<file path="src/rtl/cpu_pkg.sv">
// Shared definitions for the 8-bit CPU and its program sequencer.
//
// Contents:
//   - ALU opcode encodings (3-bit)
//   - Sequencer FSM state encodings (3-bit localparams)
//   - Instruction word layout: [19]=halt, [18:16]=opcode, [15:8]=a, [7:0]=b
//   - instr_t view of the instruction word and a decode helper
package cpu_pkg;

  // Instruction word geometry
  localparam int unsigned InstrWidth = 20;
  localparam int unsigned HALT_BIT   = 19;
  localparam int unsigned OP_MSB     = 18;
  localparam int unsigned OP_LSB     = 16;
  localparam int unsigned A_MSB      = 15;
  localparam int unsigned A_LSB      = 8;
  localparam int unsigned B_MSB      = 7;
  localparam int unsigned B_LSB      = 0;

  // ALU opcodes understood by the CPU control unit
  localparam logic [2:0] OpAdd = 3'b000;
  localparam logic [2:0] OpSub = 3'b001;
  localparam logic [2:0] OpAnd = 3'b010;
  localparam logic [2:0] OpOr  = 3'b011;
  localparam logic [2:0] OpXor = 3'b100;
  localparam logic [2:0] OpNot = 3'b101;
  localparam logic [2:0] OpShl = 3'b110;
  localparam logic [2:0] OpShr = 3'b111;

  // Sequencer FSM states
  localparam logic [2:0] StIdle    = 3'd0;
  localparam logic [2:0] StFetch   = 3'd1;
  localparam logic [2:0] StIssue   = 3'd2;
  localparam logic [2:0] StSave    = 3'd3;
  localparam logic [2:0] StCapture = 3'd4;
  localparam logic [2:0] StDone    = 3'd5;

  typedef struct packed {
    logic       halt;
    logic [2:0] op;
    logic [7:0] a;
    logic [7:0] b;
  } instr_t;

  function automatic instr_t decode_instr(input logic [InstrWidth-1:0] word);
    instr_t d;
    d.halt = word[HALT_BIT];
    d.op   = word[OP_MSB:OP_LSB];
    d.a    = word[A_MSB:A_LSB];
    d.b    = word[B_MSB:B_LSB];
    return d;
  endfunction

endpackage

</file>
<file path="src/rtl/seq_prog_mem.sv">
// Instruction store for the program sequencer.
//
// Depth x Width array with one synchronous write port and one synchronous read port.
// The read register only updates when re_i is high, so it doubles as the sequencer's
// instruction register and holds the fetched word for the rest of the instruction.
// No reset: contents and the read register survive reset.
//
// Ports:
//   clk_i    clock, rising edge
//   we_i     write enable
//   waddr_i  write address
//   wdata_i  write data
//   re_i     read enable
//   raddr_i  read address
//   rdata_o  registered read data
module seq_prog_mem #(
  parameter int unsigned Depth = 16,
  parameter int unsigned AddrW = 4,
  parameter int unsigned Width = 20
) (
  input  logic             clk_i,
  input  logic             we_i,
  input  logic [AddrW-1:0] waddr_i,
  input  logic [Width-1:0] wdata_i,
  input  logic             re_i,
  input  logic [AddrW-1:0] raddr_i,
  output logic [Width-1:0] rdata_o
);

  logic [Width-1:0] mem_q [Depth];
  logic [Width-1:0] rdata_q;

  always_ff @(posedge clk_i) begin
    if (we_i) begin
      mem_q[waddr_i] <= wdata_i;
    end
  end

  always_ff @(posedge clk_i) begin
    if (re_i) begin
      rdata_q <= mem_q[raddr_i];
    end
  end

  assign rdata_o = rdata_q;

endmodule

</file>
<file path="src/rtl/instr_sequencer.sv">
// Program sequencer driving the 8-bit CPU datapath.
//
// Holds a small instruction store, fetches words in address order, presents the decoded
// opcode/a/b to the CPU, strobes save, then captures the CPU's registered result.
// Each instruction takes four cycles: FETCH, ISSUE, SAVE, CAPTURE. After the last
// instruction the FSM spends one cycle in DONE (done pulse) and returns to IDLE.
//
// Configuration macro:
//   SEQ_LOOP_EN  when defined, the halt bit or the last address wraps pc to 0 and keeps
//                executing; stop sampled in CAPTURE ends the run (stop beats the wrap).
//                When undefined, stop is ignored and the run ends at halt/last address.
//
// Ports:
//   clk         system clock, rising edge
//   reset_n     asynchronous active-low reset
//   prog_we     store write enable, honoured only while busy=0
//   prog_addr   store write address
//   prog_wdata  store write data
//   start       begin execution at address 0 (ignored while busy=1)
//   stop        end loop execution (SEQ_LOOP_EN only)
//   result_in   CPU registered ALU result
//   opcode      opcode to CPU control unit
//   a, b        operands to CPU
//   save        one-cycle save strobe to CPU result register
//   result_out  last captured result
//   pc          address of current instruction
//   busy        high from the cycle after start until DONE is exited
//   done        one-cycle pulse at program end
module instr_sequencer
  import cpu_pkg::*;
#(
  parameter int unsigned DEPTH   = 16,
  parameter int unsigned ADDR_W  = 4,
  parameter int unsigned INSTR_W = 20
) (
  input  logic               clk,
  input  logic               reset_n,
  input  logic               prog_we,
  input  logic [ADDR_W-1:0]  prog_addr,
  input  logic [INSTR_W-1:0] prog_wdata,
  input  logic               start,
  input  logic               stop,
  input  logic [7:0]         result_in,
  output logic [2:0]         opcode,
  output logic [7:0]         a,
  output logic [7:0]         b,
  output logic               save,
  output logic [7:0]         result_out,
  output logic [ADDR_W-1:0]  pc,
  output logic               busy,
  output logic               done
);

  localparam logic [ADDR_W-1:0] LastAddr = ADDR_W'(DEPTH - 1);

  logic [2:0]         state_q, state_d;
  logic [ADDR_W-1:0]  pc_q, pc_d;
  logic               busy_q, busy_d;
  logic [2:0]         opcode_q, opcode_d;
  logic [7:0]         a_q, a_d;
  logic [7:0]         b_q, b_d;
  logic [7:0]         result_q, result_d;

  logic [INSTR_W-1:0] instr_word;
  instr_t             instr;
  logic               mem_we;
  logic               mem_re;
  logic               last_instr;

  // Host writes are locked out for the whole run, including the DONE cycle.
  assign mem_we = prog_we & ~busy_q;
  assign mem_re = (state_q == StFetch);

  seq_prog_mem #(
    .Depth (DEPTH),
    .AddrW (ADDR_W),
    .Width (INSTR_W)
  ) u_prog_mem (
    .clk_i   (clk),
    .we_i    (mem_we),
    .waddr_i (prog_addr),
    .wdata_i (prog_wdata),
    .re_i    (mem_re),
    .raddr_i (pc_q),
    .rdata_o (instr_word)
  );

  assign instr      = decode_instr(instr_word);
  assign last_instr = instr.halt | (pc_q == LastAddr);

`ifndef SEQ_LOOP_EN
  logic unused_stop;
  assign unused_stop = stop;
`endif

  always_comb begin
    state_d  = state_q;
    pc_d     = pc_q;
    busy_d   = busy_q;
    opcode_d = opcode_q;
    a_d      = a_q;
    b_d      = b_q;
    result_d = result_q;

    case (state_q)
      StIdle: begin
        if (start) begin
          pc_d    = '0;
          busy_d  = 1'b1;
          state_d = StFetch;
        end
      end
      StFetch: begin
        state_d = StIssue;
      end
      StIssue: begin
        // Operands are held until the next ISSUE so the CPU sees stable inputs.
        opcode_d = instr.op;
        a_d      = instr.a;
        b_d      = instr.b;
        state_d  = StSave;
      end
      StSave: begin
        state_d = StCapture;
      end
      StCapture: begin
        result_d = result_in;
`ifdef SEQ_LOOP_EN
        if (stop) begin
          state_d = StDone;
        end else if (last_instr) begin
          pc_d    = '0;
          state_d = StFetch;
        end else begin
          pc_d    = pc_q + 1'b1;
          state_d = StFetch;
        end
`else
        if (last_instr) begin
          state_d = StDone;
        end else begin
          pc_d    = pc_q + 1'b1;
          state_d = StFetch;
        end
`endif
      end
      StDone: begin
        busy_d  = 1'b0;
        state_d = StIdle;
      end
      default: begin
        busy_d  = 1'b0;
        state_d = StIdle;
      end
    endcase
  end

  always_ff @(posedge clk or negedge reset_n) begin
    if (!reset_n) begin
      state_q  <= StIdle;
      pc_q     <= '0;
      busy_q   <= 1'b0;
      opcode_q <= '0;
      a_q      <= '0;
      b_q      <= '0;
      result_q <= '0;
    end else begin
      state_q  <= state_d;
      pc_q     <= pc_d;
      busy_q   <= busy_d;
      opcode_q <= opcode_d;
      a_q      <= a_d;
      b_q      <= b_d;
      result_q <= result_d;
    end
  end

  assign opcode     = opcode_q;
  assign a          = a_q;
  assign b          = b_q;
  assign save       = (state_q == StSave);
  assign done       = (state_q == StDone);
  assign result_out = result_q;
  assign pc         = pc_q;
  assign busy       = busy_q;

endmodule

</file>
<file path="config.mk">
export PLATFORM = sky130hd
export DESIGN_NAME = instr_sequencer
export DESIGN_NICKNAME = d
export VERILOG_FILES = /design/src/rtl/cpu_pkg.sv /design/src/rtl/seq_prog_mem.sv /design/src/rtl/instr_sequencer.sv
export SDC_FILE = /design/constraint.sdc
export NUM_CORES = 1
export LEC_CHECK = 0
export CAP_MARGIN = 10
export CORE_MARGIN = 2
export CORE_UTILIZATION = 40
export DETAILED_ROUTE_END_ITERATION = 6
export GPL_TIMING_DRIVEN = 0
export PLACE_DENSITY = 0.68
export SLEW_MARGIN = 20
export SYNTH_ARGS = -nofsm -noshare
export SYNTH_HDL_FRONTEND = slang
export SYNTH_SLANG_ARGS = --single-unit
</file>
<file path="constraint.sdc">
create_clock -name clk -period 8.6 [get_ports clk]
set_input_delay 1.72 -clock clk [delete_from_list [all_inputs] [get_ports clk]]
set_output_delay 1.72 -clock clk [all_outputs]
set_load 0.05 [all_outputs]
</file>
==> impl_metrics.ini <==
[run_status]
status = finished, final reports clean

[die]
io_pins = 71
die_area_sq_mm = 0.0379
start_util = 0.408
core-area_sq_mm = 0.0357
core.rowCount = 69
die_x_um = 195
die_y_um = 195

[sta]
finalCriticalPeriod_ps = 4080
rsz0062_at_grt = false
tns_ps = 0
fmax_mhz = 245
hold_viol = 0
slew-limit-headroom = 0.317
period_share = 0.475
drv_slew = 0
setup_slack_ps = 4520
finalSetupViolCount = 0
skew_ps = 9.61
worst_pin_slew_ps = 1020

[setup_path]
crit_path_end_kind = output port
cp.arrival_ps = 2360
crit_chain = clkbuf_1, and3b_1, clkdlybuf4s50_1
worstPathRequired_ps = 6880
worst-setup-path-type = flop to output port
crit_slowest_cell = clkdlybuf4s50_1
cp_max_fo = 10
cpPeakStageDelay_ps = 810
reg2reg_slack_ps = 6170
startpoint_type = flop

[synth]
synth_seq_area_share = 0.762
ys_async_sr_fraction = 0.0933
netlist_top_cells_area = edfxtp_1 (70%), mux4_2 (6.2%), dfrtp_1 (6.0%)
netlist_area_sq_mm = 0.0145
avgSynthCellArea_sq_um = 20.0
synth_seq_cells = 375
synthesis.nets = 765
synth_largest_area_cell = edfxtp_1
synth_cell_type_count = 40
yosys_warnings = 0
netlist_instances = 727
synth_top_area_frac = 0.702
ys.flop_type = edfxtp_1
synth_edf_count = 340

[cts]
clockBufferDepth = 3
cts_setup_buffers = 0
htree_levels = 2
post_cts_resized = 0
numCtsBuffers = 37
holdBufCountCts = 0
clk_pin_slew_worst_paths_ps = 60
cts_root_buffer = clkbuf_16
insertion_delay_ps = 520
cts_tree = yes
clock_sinks = 375

[detailed_routing]
drt-pass1-iter-count = 4
drc = 0
viasPerCell = 5.37
final_antenna_net_count = 0
avgRoutedWirePerCell_um = 22.7
routed_wl_mm = 30.5
drtIter0Drc = 595
via_count = 7231

[power]
peakVddDrop_mv = 0.148
leakagePower_nw = 5.59
total_power_mw = 5.08
p_per_area_mw_per_mm2 = 293

[grt]
grt_pass1_wl_mm = 45.8
grt_pass1_vias = 7307
grt_start_max_net_pins = 28
antenna_found_initial = 1
grt_overflow = 0
grt.total_usage = 0.163

[min_path]
hold_path.class = flop to flop

[finish]
synthToLayoutAreaGrowth_pct = 19.2
drive_gt1_frac = 0.226
n_fill_cell = 2856
nets = 893
layout.cells.non_filler = 1346

[placed_design]
io_buffers = 69
gp_congestion = 0.783
place_hpwl_mm = 20.2
pre_cts_slack_ps = 4590
dp.cells = 1277

[job]
drv_cap = 0
## cell families after synthesis
family	synth area share
fa+ha+maj	0.000860
flops	0.762
mux	0.138
compound gates	0.0559
buf+inv	0.0223
simple gates	0.0200
xor+xnor	0.000602
## cell usage after synthesis, types with 2 or more instances
master	number
o21ai_0	24
mux2i_1	80
and3b_1	2
edfxtp_1	340
dfrtp_1	35
mux2_2	27
nor2_1	15
clkbuf_1	10
inv_1	3
buf_4	8
nand3_1	2
a22oi_1	20
nor3b_1	2
nand2b_1	3
buf_12	4
a31oi_1	3
buf_6	5
buf_2	12
a221oi_1	23
a22o_1	3
mux4_2	40
a221oi_2	17
nor3_1	6
nand2_1	27
## through the flow
step	instance area, sq um	hold slack, ps	util
2_1_floorplan	14500	454	-
3_3_place_gp	15800	457	0.443
3_5_place_dp	16200	462	0.455
4_1_cts	17300	475	0.486
5_1_grt	17300	496	0.486
6_report	17300	473	0.486
## layer usage
metal	wire [um]	GRT usage
met4	576	0.0447
met5	0	0
met1	12800	0.213
met2	15500	0.283
met3	1690	0.0264
## cells in the final DEF (no fill, tap or decap), types with 4 or more instances in the layout
cell,count
edfxtp_1,340
buf_2,13
buf_4,20
clkdlybuf4s50_1,68
o21ai_0,24
mux4_2,40
a22oi_1,20
clkbuf_1,25
nor2_4,12
buf_16,6
a221oi_1,23
buf_6,6
nor3_2,4
clkbuf_16,39
mux2_2,27
clkinv_1,7
nand2_1,27
mux2i_1,80
a221oi_2,17
dfrtp_1,35
buf_12,5
## flip-flops by register name (all words and copies together) (netlist names), 3 cells and up
register	count
u_prog_mem.mem_q	320
b	8
opcode	3
u_prog_mem.rdata_o	20
a	8
state_q	3
pc	4
result_out	8
## worst max-delay path, delay by kind of cell (launching register included)
family | cells | cell delay [ps]
flip-flops | 1 | 400
buffers and inverters | 2 | 1190
AND/OR/NAND/NOR | 1 | 260
## worst paths after layout
check,start,to,depth (start not counted)
hold reg to reg,u_prog_mem.rdata_o[0],b[0],1
hold / removal,u_prog_mem.rdata_o[0],b[0],1
max in group asynchronous,reset_n,result_out[6],2
setup reg to reg,pc[1],u_prog_mem.rdata_o[6],5
setup / recovery,state_q[2],done,3
min in group asynchronous,reset_n,result_out[3],1
## power by group
group	internal (mW)	switching, mW
sequential	2.16	0.0623
clock	0.861	0.626
combinational	0.538	0.828
total	3.56	1.52
## area by class of cell
| cell class | instances | area [sq um] | area share |
|---|---|---|---|
| clock inverter | 11 | 53.8 | 0.00310 |
| antenna | 1 | 2.50 | 0.000144 |
| tap | 461 | 577 | 0.0333 |
| multi-input combinational | 308 | 3250 | 0.187 |
| timing repair buffer | 89 | 972 | 0.0561 |
| clock buffer | 57 | 1070 | 0.0619 |
| buffer | 41 | 313 | 0.0180 |
| sequential | 375 | 11100 | 0.639 |
| inverter | 3 | 11.3 | 0.000650 |
Power figures use the tool's default switching activity.
